### src/rtl/instruction_fetch_if.sv
// Instruction memory request/acknowledge bus between the fetch stage and
// instruction memory. The fetch stage is the master.
interface instruction_fetch_if;
    logic        imem_req;
    logic [31:0] imem_addr;
    logic        imem_ack;
    logic [31:0] imem_rdata;

    modport master (
        output imem_req,
        output imem_addr,
        input  imem_ack,
        input  imem_rdata
    );

    modport slave (
        input  imem_req,
        input  imem_addr,
        output imem_ack,
        output imem_rdata
    );
endinterface

### src/rtl/instruction_fetch.sv
// MIPS instruction fetch stage: holds the PC, fetches one instruction at a
// time over the req/ack bus, presents it until retirement, then advances the
// PC either sequentially or to the branch target. Counts retired instructions.
module instruction_fetch #(
    parameter logic [31:0] PC_RESET = 32'h0040_0000
) (
    input  logic                       clk,
    input  logic                       reset,
    instruction_fetch_if.master        imem,
    input  logic                       stall,
    input  logic                       branch_eq,
    input  logic                       branch_ne,
    input  logic                       zero,
    input  logic signed [31:0]         branch_offset,
    output logic [31:0]                instr,
    output logic                       instr_valid,
    output logic [31:0]                pc,
    output logic [31:0]                pc_plus4,
    output logic [31:0]                retired_count
);

    typedef enum logic [1:0] {
        IDLE  = 2'd0,
        FETCH = 2'd1,
        VALID = 2'd2
    } fetchState_t;

    fetchState_t state;
    fetchState_t nextState;

    logic [31:0] pcReg;
    logic [31:0] instrReg;
    logic        instrValidReg;
    logic [31:0] retiredReg;
    logic        fetchReq;
    logic        ackTaken;
    logic        retire;
    logic [31:0] seqPc;
    logic [31:0] nextPc;

    // Taken when BEQ sees equality or BNE sees inequality; both set means taken.
    function automatic logic branchTaken(input logic beq, input logic bne, input logic z);
        return (beq & z) | (bne & ~z);
    endfunction

    // Word offset scaled to bytes; the shift drops offset bits [31:30] (mod 2^32).
    function automatic logic [31:0] branchTarget(input logic [31:0] base,
                                                 input logic [31:0] offset);
        logic [31:0] byteOffset;
        byteOffset = offset << 2;
        return base + byteOffset;
    endfunction

    assign seqPc    = pcReg + 32'd4;
    assign ackTaken = (state == FETCH) && imem.imem_ack;
    assign retire   = (state == VALID) && !stall;
    assign nextPc   = branchTaken(branch_eq, branch_ne, zero)
                      ? branchTarget(seqPc, branch_offset) : seqPc;

    // State register; reset abandons any outstanding request.
    always_ff @(posedge clk) begin
        if (reset) begin
            state <= IDLE;
        end else begin
            state <= nextState;
        end
    end

    // Next-state and request decode; request depends on state only.
    always_comb begin
        nextState = state;
        fetchReq  = 1'b0;
        case (state)
            IDLE: begin
                nextState = FETCH;
            end
            FETCH: begin
                fetchReq = 1'b1;
                if (imem.imem_ack) begin
                    nextState = VALID;
                end
            end
            VALID: begin
                if (!stall) begin
                    nextState = FETCH;
                end
            end
            default: begin
                nextState = IDLE;
            end
        endcase
    end

    // PC, instruction register and retirement counter.
    always_ff @(posedge clk) begin
        if (reset) begin
            pcReg         <= PC_RESET;
            instrReg      <= 32'd0;
            instrValidReg <= 1'b0;
            retiredReg    <= 32'd0;
        end else begin
            if (ackTaken) begin
                instrReg      <= imem.imem_rdata;
                instrValidReg <= 1'b1;
            end
            if (retire) begin
                pcReg         <= nextPc;
                instrValidReg <= 1'b0;
                retiredReg    <= retiredReg + 32'd1;
            end
        end
    end

    assign imem.imem_req  = fetchReq;
    assign imem.imem_addr = pcReg;
    assign instr          = instrReg;
    assign instr_valid    = instrValidReg;
    assign pc             = pcReg;
    assign pc_plus4       = seqPc;
    assign retired_count  = retiredReg;

endmodule

### src/flat_wrapper.sv
// flat-port wrapper written by rule: the top's interface ports become plain ports
module instruction_fetch_flat 
#(
    parameter logic [31:0] PC_RESET = 32'h0040_0000
)
  (clk, reset, stall, branch_eq, branch_ne, zero, branch_offset, instr, instr_valid, pc, pc_plus4, retired_count, imem_imem_req, imem_imem_addr, imem_imem_ack, imem_imem_rdata);
  instruction_fetch_if imem_i ();
  input  logic clk;
  input  logic reset;
  input  logic stall;
  input  logic branch_eq;
  input  logic branch_ne;
  input  logic zero;
  input  logic signed [31:0] branch_offset;
  output logic [31:0] instr;
  output logic instr_valid;
  output logic [31:0] pc;
  output logic [31:0] pc_plus4;
  output logic [31:0] retired_count;
  output wire logic [$bits(imem_i.imem_req)-1:0] imem_imem_req;
  output wire logic [$bits(imem_i.imem_addr)-1:0] imem_imem_addr;
  input wire logic [$bits(imem_i.imem_ack)-1:0] imem_imem_ack;
  input wire logic [$bits(imem_i.imem_rdata)-1:0] imem_imem_rdata;
  assign imem_imem_req = imem_i.imem_req;
  assign imem_imem_addr = imem_i.imem_addr;
  assign imem_i.imem_ack = imem_imem_ack;
  assign imem_i.imem_rdata = imem_imem_rdata;
  instruction_fetch #(.PC_RESET(PC_RESET)) u_core (.clk(clk), .reset(reset), .imem(imem_i), .stall(stall), .branch_eq(branch_eq), .branch_ne(branch_ne), .zero(zero), .branch_offset(branch_offset), .instr(instr), .instr_valid(instr_valid), .pc(pc), .pc_plus4(pc_plus4), .retired_count(retired_count));
endmodule
### config.mk
export PLATFORM = sky130hd
export DESIGN_NAME = instruction_fetch_flat
export DESIGN_NICKNAME = d
export VERILOG_FILES = /design/src/rtl/instruction_fetch_if.sv /design/src/rtl/instruction_fetch.sv /design/src/flat_wrapper.sv
export SDC_FILE = /design/constraint.sdc
export NUM_CORES = 1
export LEC_CHECK = 0
export ABC_AREA = 1
export CAP_MARGIN = 20
export CORE_ASPECT_RATIO = 0.5
export CORE_MARGIN = 8
export CORE_UTILIZATION = 40
export CTS_BUF_LIST = sky130_fd_sc_hd__clkbuf_8
export CTS_CLUSTER_DIAMETER = 120
export DETAILED_ROUTE_END_ITERATION = 10
export GPL_ROUTABILITY_DRIVEN = 1
export PLACE_DENSITY = 0.7
export SYNTH_ARGS = -nofsm -noshare
export SYNTH_HDL_FRONTEND = slang
export SYNTH_SLANG_ARGS = --single-unit
### constraint.sdc
create_clock -name clk -period 2.3 [get_ports clk]
set_input_delay 0.23 -clock clk [delete_from_list [all_inputs] [get_ports clk]]
set_output_delay 0.23 -clock clk [all_outputs]
set_load 0.005 [all_outputs]
**After elaboration in Yosys (flattened, before gate mapping)**

Index checks and enable logic that the tools add are counted.

- Add/sub/neg operators: 3
- Equality and inequality tests: 4
- Muxes and demuxes: 5
- Bitwise operators: 4
- Reduce and logical (&&, ||, !) cells: 6

Operators by type and width:

| operator | count |
|---|---|
| adder 32 x 1 -> 32 bit, second input constant | 1 |
| adder 32 x 3 -> 32 bit, second input constant | 1 |
| adder 32 bit | 1 |
| 2-to-1 mux 32 bit | 1 |
| one-hot mux 2 bit (3 select lines) | 1 |
| 2-to-1 mux 2 bit | 2 |
| != test 2 bit, second input constant | 2 |
| bitwise AND 1 bit | 2 |
| == test 2 x 1 -> 1 bit, second input constant | 1 |
| == test 2 bit, second input constant | 1 |
| logical AND 1 bit | 2 |
| logical NOT 2 bit | 1 |
| AND reduction 2 bit | 1 |
| OR reduction 2 bit | 1 |
| logical NOT 1 bit | 1 |
| 2-to-1 mux 1 bit | 1 |
| inverter 1 bit | 1 |
| bitwise OR 1 bit | 1 |

- Bits in registers: 99
- Input bits: 71
- Output and inout port bits: 162

**Longest topological paths before layout**

- Depth after elaboration: 4
- Gate-level depth with buffers: 23
- Gate-level depth less buffers: 23

**Worst setup path before layout**

No wires, ideal clock.

- Path kind: register -> register
- Start: register u_core.pcReg[3], in the netlist u_core.imem.imem_addr[3]
- End: register u_core.pcReg[23], in the netlist u_core.imem.imem_addr[23]
- Setup time: 0.112 ns
- Arrival time: 2.537 ns
- Required time: 2.188 ns
- Path slack: -0.349 ns
- Stages on the path, launching flop included: 21
- Buffers on the path: 0
- Clock period less this slack: 2.649 ns
- Path through: dfxtp_1 ha_1 nand2_1 nor2_4 inv_2 nor2_2 xnor2_1 clkinv_1 ha_1 nand2_1 inv_1 nand2_1 nand2_1 a21oi_1 nand2_1 nand3_1 nand2_1 nand2_1 nand3_1 nand2_1 nand2_1

- Word-level cells in the longest chain between the ends: 3

Ends and longest elaborated chain:

| element | line | RTL |
|---|---|---|
| start: declaration | instruction_fetch.sv:31 | `logic [31:0] pcReg;` |
| start signal: assignment | instruction_fetch.sv:107 | `pcReg <= nextPc;` |
| adder 32 x 3 -> 32 bit | instruction_fetch.sv:54 | `assign seqPc = pcReg + 32'd4;` |
| via pc_plus4[14] | flat_wrapper.sv:18 | `output logic [31:0] pc_plus4;` |
| adder 32 bit | instruction_fetch.sv:51 | `return base + byteOffset;` |
| 2-to-1 mux 32 bit | instruction_fetch.sv:58 | `? branchTarget(seqPc, branch_offset) : seqPc;` |

The timed path passes the listed nets, and every way through them passes these cells.
A chain may end at the register's enable or synchronous reset.

**Worst setup path in the final report**

- Start: register u_core.pcReg[3], in the netlist u_core.imem.imem_addr[3]
- End: register u_core.pcReg[22], in the netlist u_core.imem.imem_addr[22]

- Word-level cells in the longest chain between the ends: 3

Ends and longest elaborated chain:

| element | line |
|---|---|
| adder 32 x 3 -> 32 bit * | instruction_fetch.sv:54 |
| adder 32 bit | instruction_fetch.sv:51 |
| 2-to-1 mux 32 bit * | instruction_fetch.sv:58 |

Mark *: on every way between the ends. The rest lies on a longest branch, timed or not.

==> results list <==
- The run finished, with violations left.
- The checks that failed: negative setup slack.
- In this run the vertical extent of the chip is 113 µm.
* Worst min-delay path category: input port to register
- Number of synthesized register bits: 97
- For this run, the leading register cell type out of synthesis is sky130_fd_sc_hd__dfxtp_1.
- Startpoint type of the worst setup path: register
* Post-detailed-route via-to-cell ratio: 5.17
* Worst supply voltage drop on vdd: 0.356 mV
- Worst Slack Setup Final: -0.690 ns
* Required arrival time at the worst endpoint: 2.61 ns
- Areal power density over the cells: 311 nW/µm²
- For the final database, setup skew stands at 0.0243 ns.
- H-tree Lvls: 3
* Number of buffers inserted during clock tree synthesis: 9
- Summed over all layers, the global routing overflow is 0.
* Critical hold path startpoint: reset
- The pre-antenna-repair detailed-routing pass consisted of 5 iterations.
- Sum of routed wire length over all layers: 34,400 µm
- For this configuration, the core starts out at a cell density of 41.0%.
- The repair_antennas step left the layout with diodes totalling 0.
* Leakage power: 6.31 nW
- Dividing the final minimum period by the clock period gives 130%.
- Sequential cells were found to cover 25.6% of the synthesized design area.
- At the end of the flow the core is filled with cells to 73.3%.
- At the end of the flow, the number of nets in the layout was 1,748.
- Detailed placement ended at an HPWL of 25,100 µm.
- The design draws 4.22 mW.
- Data arrival time of the critical path: 3.30 ns
- Setup repair after global routing could not meet its margin everywhere.
* Num Clock Sinks: 97
- Number of fill cells in the layout: 1,401
- In this run the remaining antenna-violating nets after routing total 0.
- Detailed routing inserted a total of 9,842 vias.
* Initial antenna violation count: 1
- Insertion delay of the later-clocked pin in the worst-skew pair: 0.40 ns
- Top achievable clock speed: 0.334 GHz
- Floorplan die area: 23,900 µm²
- Global routing consumed, over all layers together, 26.1% of the routing resources.
- Wire segments on met3 add up to 2540 µm in the final route.
- Fraction of final layout cells sized beyond drive strength 1: 37.3%
- Of the total synthesized cell area, the portion taken by AND, OR, NAND and NOR gates is 39.2%.
- The cell sitting at the root of the clock tree is a sky130_fd_sc_hd__clkbuf_8.
* Remaining design rule violation count: 0
- Row count: 35
- The Yosys step of the flow raised 0 warnings.
- First-pass GRT wire length: 50,300 µm
* Final Slew Violations: 0
- Summing the areas of all xor and xnor instances in the mapped netlist gives 5.20% of the synthesized area.
* Number of top-level pins: 233
* Compound-cell area share of the yosys netlist: 10.7%
- Headroom to the max-slew limit came out at 46.2%.
- Synthesis instantiated 44 different standard cells from the library.
- EDFF count, synth: 0
- The final hold violation count was 0.
- For this run, asynchronously set or reset flops after synthesis account for 0%.
- Area share of fa/ha/maj cells after synthesis: 6.38%
* Pin count of the biggest net entering global routing: 34
- Routability-driven placement finished with a final weighted congestion of 1.02.
- Clock-pin slew reported for the worst setup and hold paths after clock tree synthesis: 0.12 ns
- CTS Buffer Depth: 2
- The floorplan step set the die width to 211 µm.
* DRT iter0 DRCs: 893
- TritonCTS built the clock tree.
- Area of the mapped netlist: 7570 µm²
- Max-cap violations: 0
- Detailed-route wire length on metal 1: 14,500 µm
- Average footprint of a synthesized cell: 6.16 µm²
* Multiplexer area fraction after synthesis: 0%
- Area overhead of the layout relative to synthesis: 78.9%
- Kind of capture point of the worst setup path: register
- At the pin with the least slew margin, the transition time is 0.806 ns.
* Kind of critical path: register to register
- Max layer used: met5
* Number of buffer cells added on primary ports: 224
- Of all nets on the critical path, the largest fanout is 3.
* Reg-to-Reg Start: u_core.imem.imem_addr[3]
* Gate count after technology mapping: 1,230
- Core Area: 18,500 µm²
- Setup violations remaining at the end of the flow were counted as 32.
- Beginning of the critical path: u_core.imem.imem_addr[3]
- DR WL/cell: 18.1 µm
* Routed met2 length: 16,400 µm
- Number of global-route vias before repair: 9,395
* Final worst path period need: 2.99 ns
- Largest family of logic cells by synthesized area: simple AND/OR/NAND/NOR gates
timing repair:
item | in CTS | in global routing
hold buffers | 0 | 0
hold endpoints to repair | 0 | 0
setup buffers | 18 | 37
pin swaps | 68 | 124
setup endpoints to repair | 53 | 50
gates resized for setup | 221 | 234
layer usage:
layer | up-vias | track usage, %
met4 | 2 | 7.42
met1 | 4654 | 33.0
met5 | - | 0
li1 | 4689 | -
met2 | 402 | 43.6
met3 | 95 | 6.43
flip-flops by register name, indices dropped and copies added (netlist names):
signal	count
u_core.retired_count	32
u_core.state	2
u_core.instr	32
u_core.imem.imem_addr	30
u_core.instr_valid	1
cell usage in the layout, fill, tap and decap left out, drive strengths merged:
cell type,instances
o21bai,6
clkdlybuf4s15,1
buf,243
dfxtp,97
nor4,2
nand4,18
conb,6
o22ai,4
nand3b,5
o211ai,4
clkinvlp,1
a32o,1
ha,37
inv,156
a21o,2
nand3,109
xnor2,12
o21a,3
nor3,26
bufinv,2
o21ai,31
a211oi,1
a22o,1
nor3b,2
nand2,384
xor2,33
fa,1
dlygate4sd2,6
clkdlybuf4s50,195
and2,4
a31oi,2
or2,1
a21oi,95
clkinv,3
clkbuf,15
nor2,126
dlymetal6s2s,9
cells by family after synthesis:
family | Yosys count
DFF | 97
adders and majority gates | 38
buffers and inverters | 222
xor gates and xnor gates | 45
AOI/OAI and AO/OA | 150
other | 1
and+or+nand+nor | 677
power by group:
group	internal (mW)	switching, mW	leakage (nW)
Sequential	1.71	0.0306	0.801
Clock	0.636	0.719	0.119
Combinational	0.547	0.577	5.39
synthesized netlist by cell type, types with 4 or more instances:
| library cell | instances | area (µm²) |
|---|---|---|
| sky130_fd_sc_hd__nand2_1 | 373 | 1400 |
| sky130_fd_sc_hd__inv_1 | 147 | 552 |
| sky130_fd_sc_hd__nor2_1 | 112 | 420 |
| sky130_fd_sc_hd__nand3_1 | 106 | 531 |
| sky130_fd_sc_hd__dfxtp_1 | 97 | 1940 |
| sky130_fd_sc_hd__a21oi_1 | 95 | 475 |
| sky130_fd_sc_hd__ha_1 | 37 | 463 |
| sky130_fd_sc_hd__buf_4 | 36 | 270 |
| sky130_fd_sc_hd__xor2_1 | 33 | 289 |
| sky130_fd_sc_hd__o21ai_0 | 27 | 135 |
| sky130_fd_sc_hd__clkbuf_1 | 25 | 93.8 |
| sky130_fd_sc_hd__nor3_1 | 23 | 115 |
| sky130_fd_sc_hd__nand4_1 | 18 | 113 |
| sky130_fd_sc_hd__xnor2_1 | 12 | 105 |
| sky130_fd_sc_hd__nand2_2 | 9 | 56.3 |
| sky130_fd_sc_hd__inv_2 | 7 | 26.3 |
| sky130_fd_sc_hd__nor2_2 | 7 | 43.8 |
| sky130_fd_sc_hd__nor2_4 | 6 | 67.6 |
| sky130_fd_sc_hd__o21bai_1 | 6 | 45.0 |
| sky130_fd_sc_hd__and2_1 | 4 | 25.0 |
| sky130_fd_sc_hd__nand3b_1 | 4 | 30.0 |
| sky130_fd_sc_hd__o211ai_1 | 4 | 30.0 |
| sky130_fd_sc_hd__o21ai_1 | 4 | 20.0 |
| sky130_fd_sc_hd__o22ai_1 | 4 | 25.0 |
area by class of cell:
cell class | count | area, µm² | area share, %
clock buffer | 9 | 124 | 0.915
clock inverter | 7 | 110 | 0.813
inverter | 155 | 604 | 4.46
multi-input combinational | 916 | 6220 | 45.9
sequential | 97 | 2010 | 14.8
tap | 259 | 324 | 2.39
timing repair buffer | 460 | 4160 | 30.7
per-stage QoR:
step	worst slack [ns]	instance area [µm²]	setup TNS, ns	instances	hold slack (ns)
floorplan	-0.0644	7810	-0.523	1235	0.395
global placement	-0.674	11400	-11.70	1840	0.436
detailed placement	-0.719	11400	-12.84	1840	0.452
CTS	-0.468	12600	-9.74	1874	0.341
global route	-0.802	13500	-16.33	1903	0.369
finish	-0.690	13500	-12.36	1903	0.356
critical path: stages, from the launching register on:
cell and delay (ns):
sky130_fd_sc_hd__dfxtp_4 0.39, sky130_fd_sc_hd__ha_4 0.15, sky130_fd_sc_hd__nand2_4 0.06, sky130_fd_sc_hd__nor2_4 0.18
sky130_fd_sc_hd__nand2_4 0.08, sky130_fd_sc_hd__inv_2 0.06, sky130_fd_sc_hd__nand4_1 0.15, sky130_fd_sc_hd__xor2_2 0.33
sky130_fd_sc_hd__inv_2 0.10, sky130_fd_sc_hd__ha_4 0.29, sky130_fd_sc_hd__buf_4 0.12, sky130_fd_sc_hd__nand2_4 0.07
sky130_fd_sc_hd__inv_4 0.09, sky130_fd_sc_hd__nand2_4 0.07, sky130_fd_sc_hd__nor2_4 0.16, sky130_fd_sc_hd__nand4_1 0.16
sky130_fd_sc_hd__nand4_1 0.13, sky130_fd_sc_hd__nand3_2 0.09, sky130_fd_sc_hd__a21oi_2 0.23
worst paths after layout:
path,to,slack [ns],cells after the start
setup / recovery,u_core.imem.imem_addr[22],-0.69,18
hold / removal,u_core.retired_count[17],0.36,3
setup reg to reg,u_core.imem.imem_addr[22],-0.69,18
hold reg to reg,u_core.instr[6],0.47,2
No activity file was read; power rests on OpenSTA's default activity.
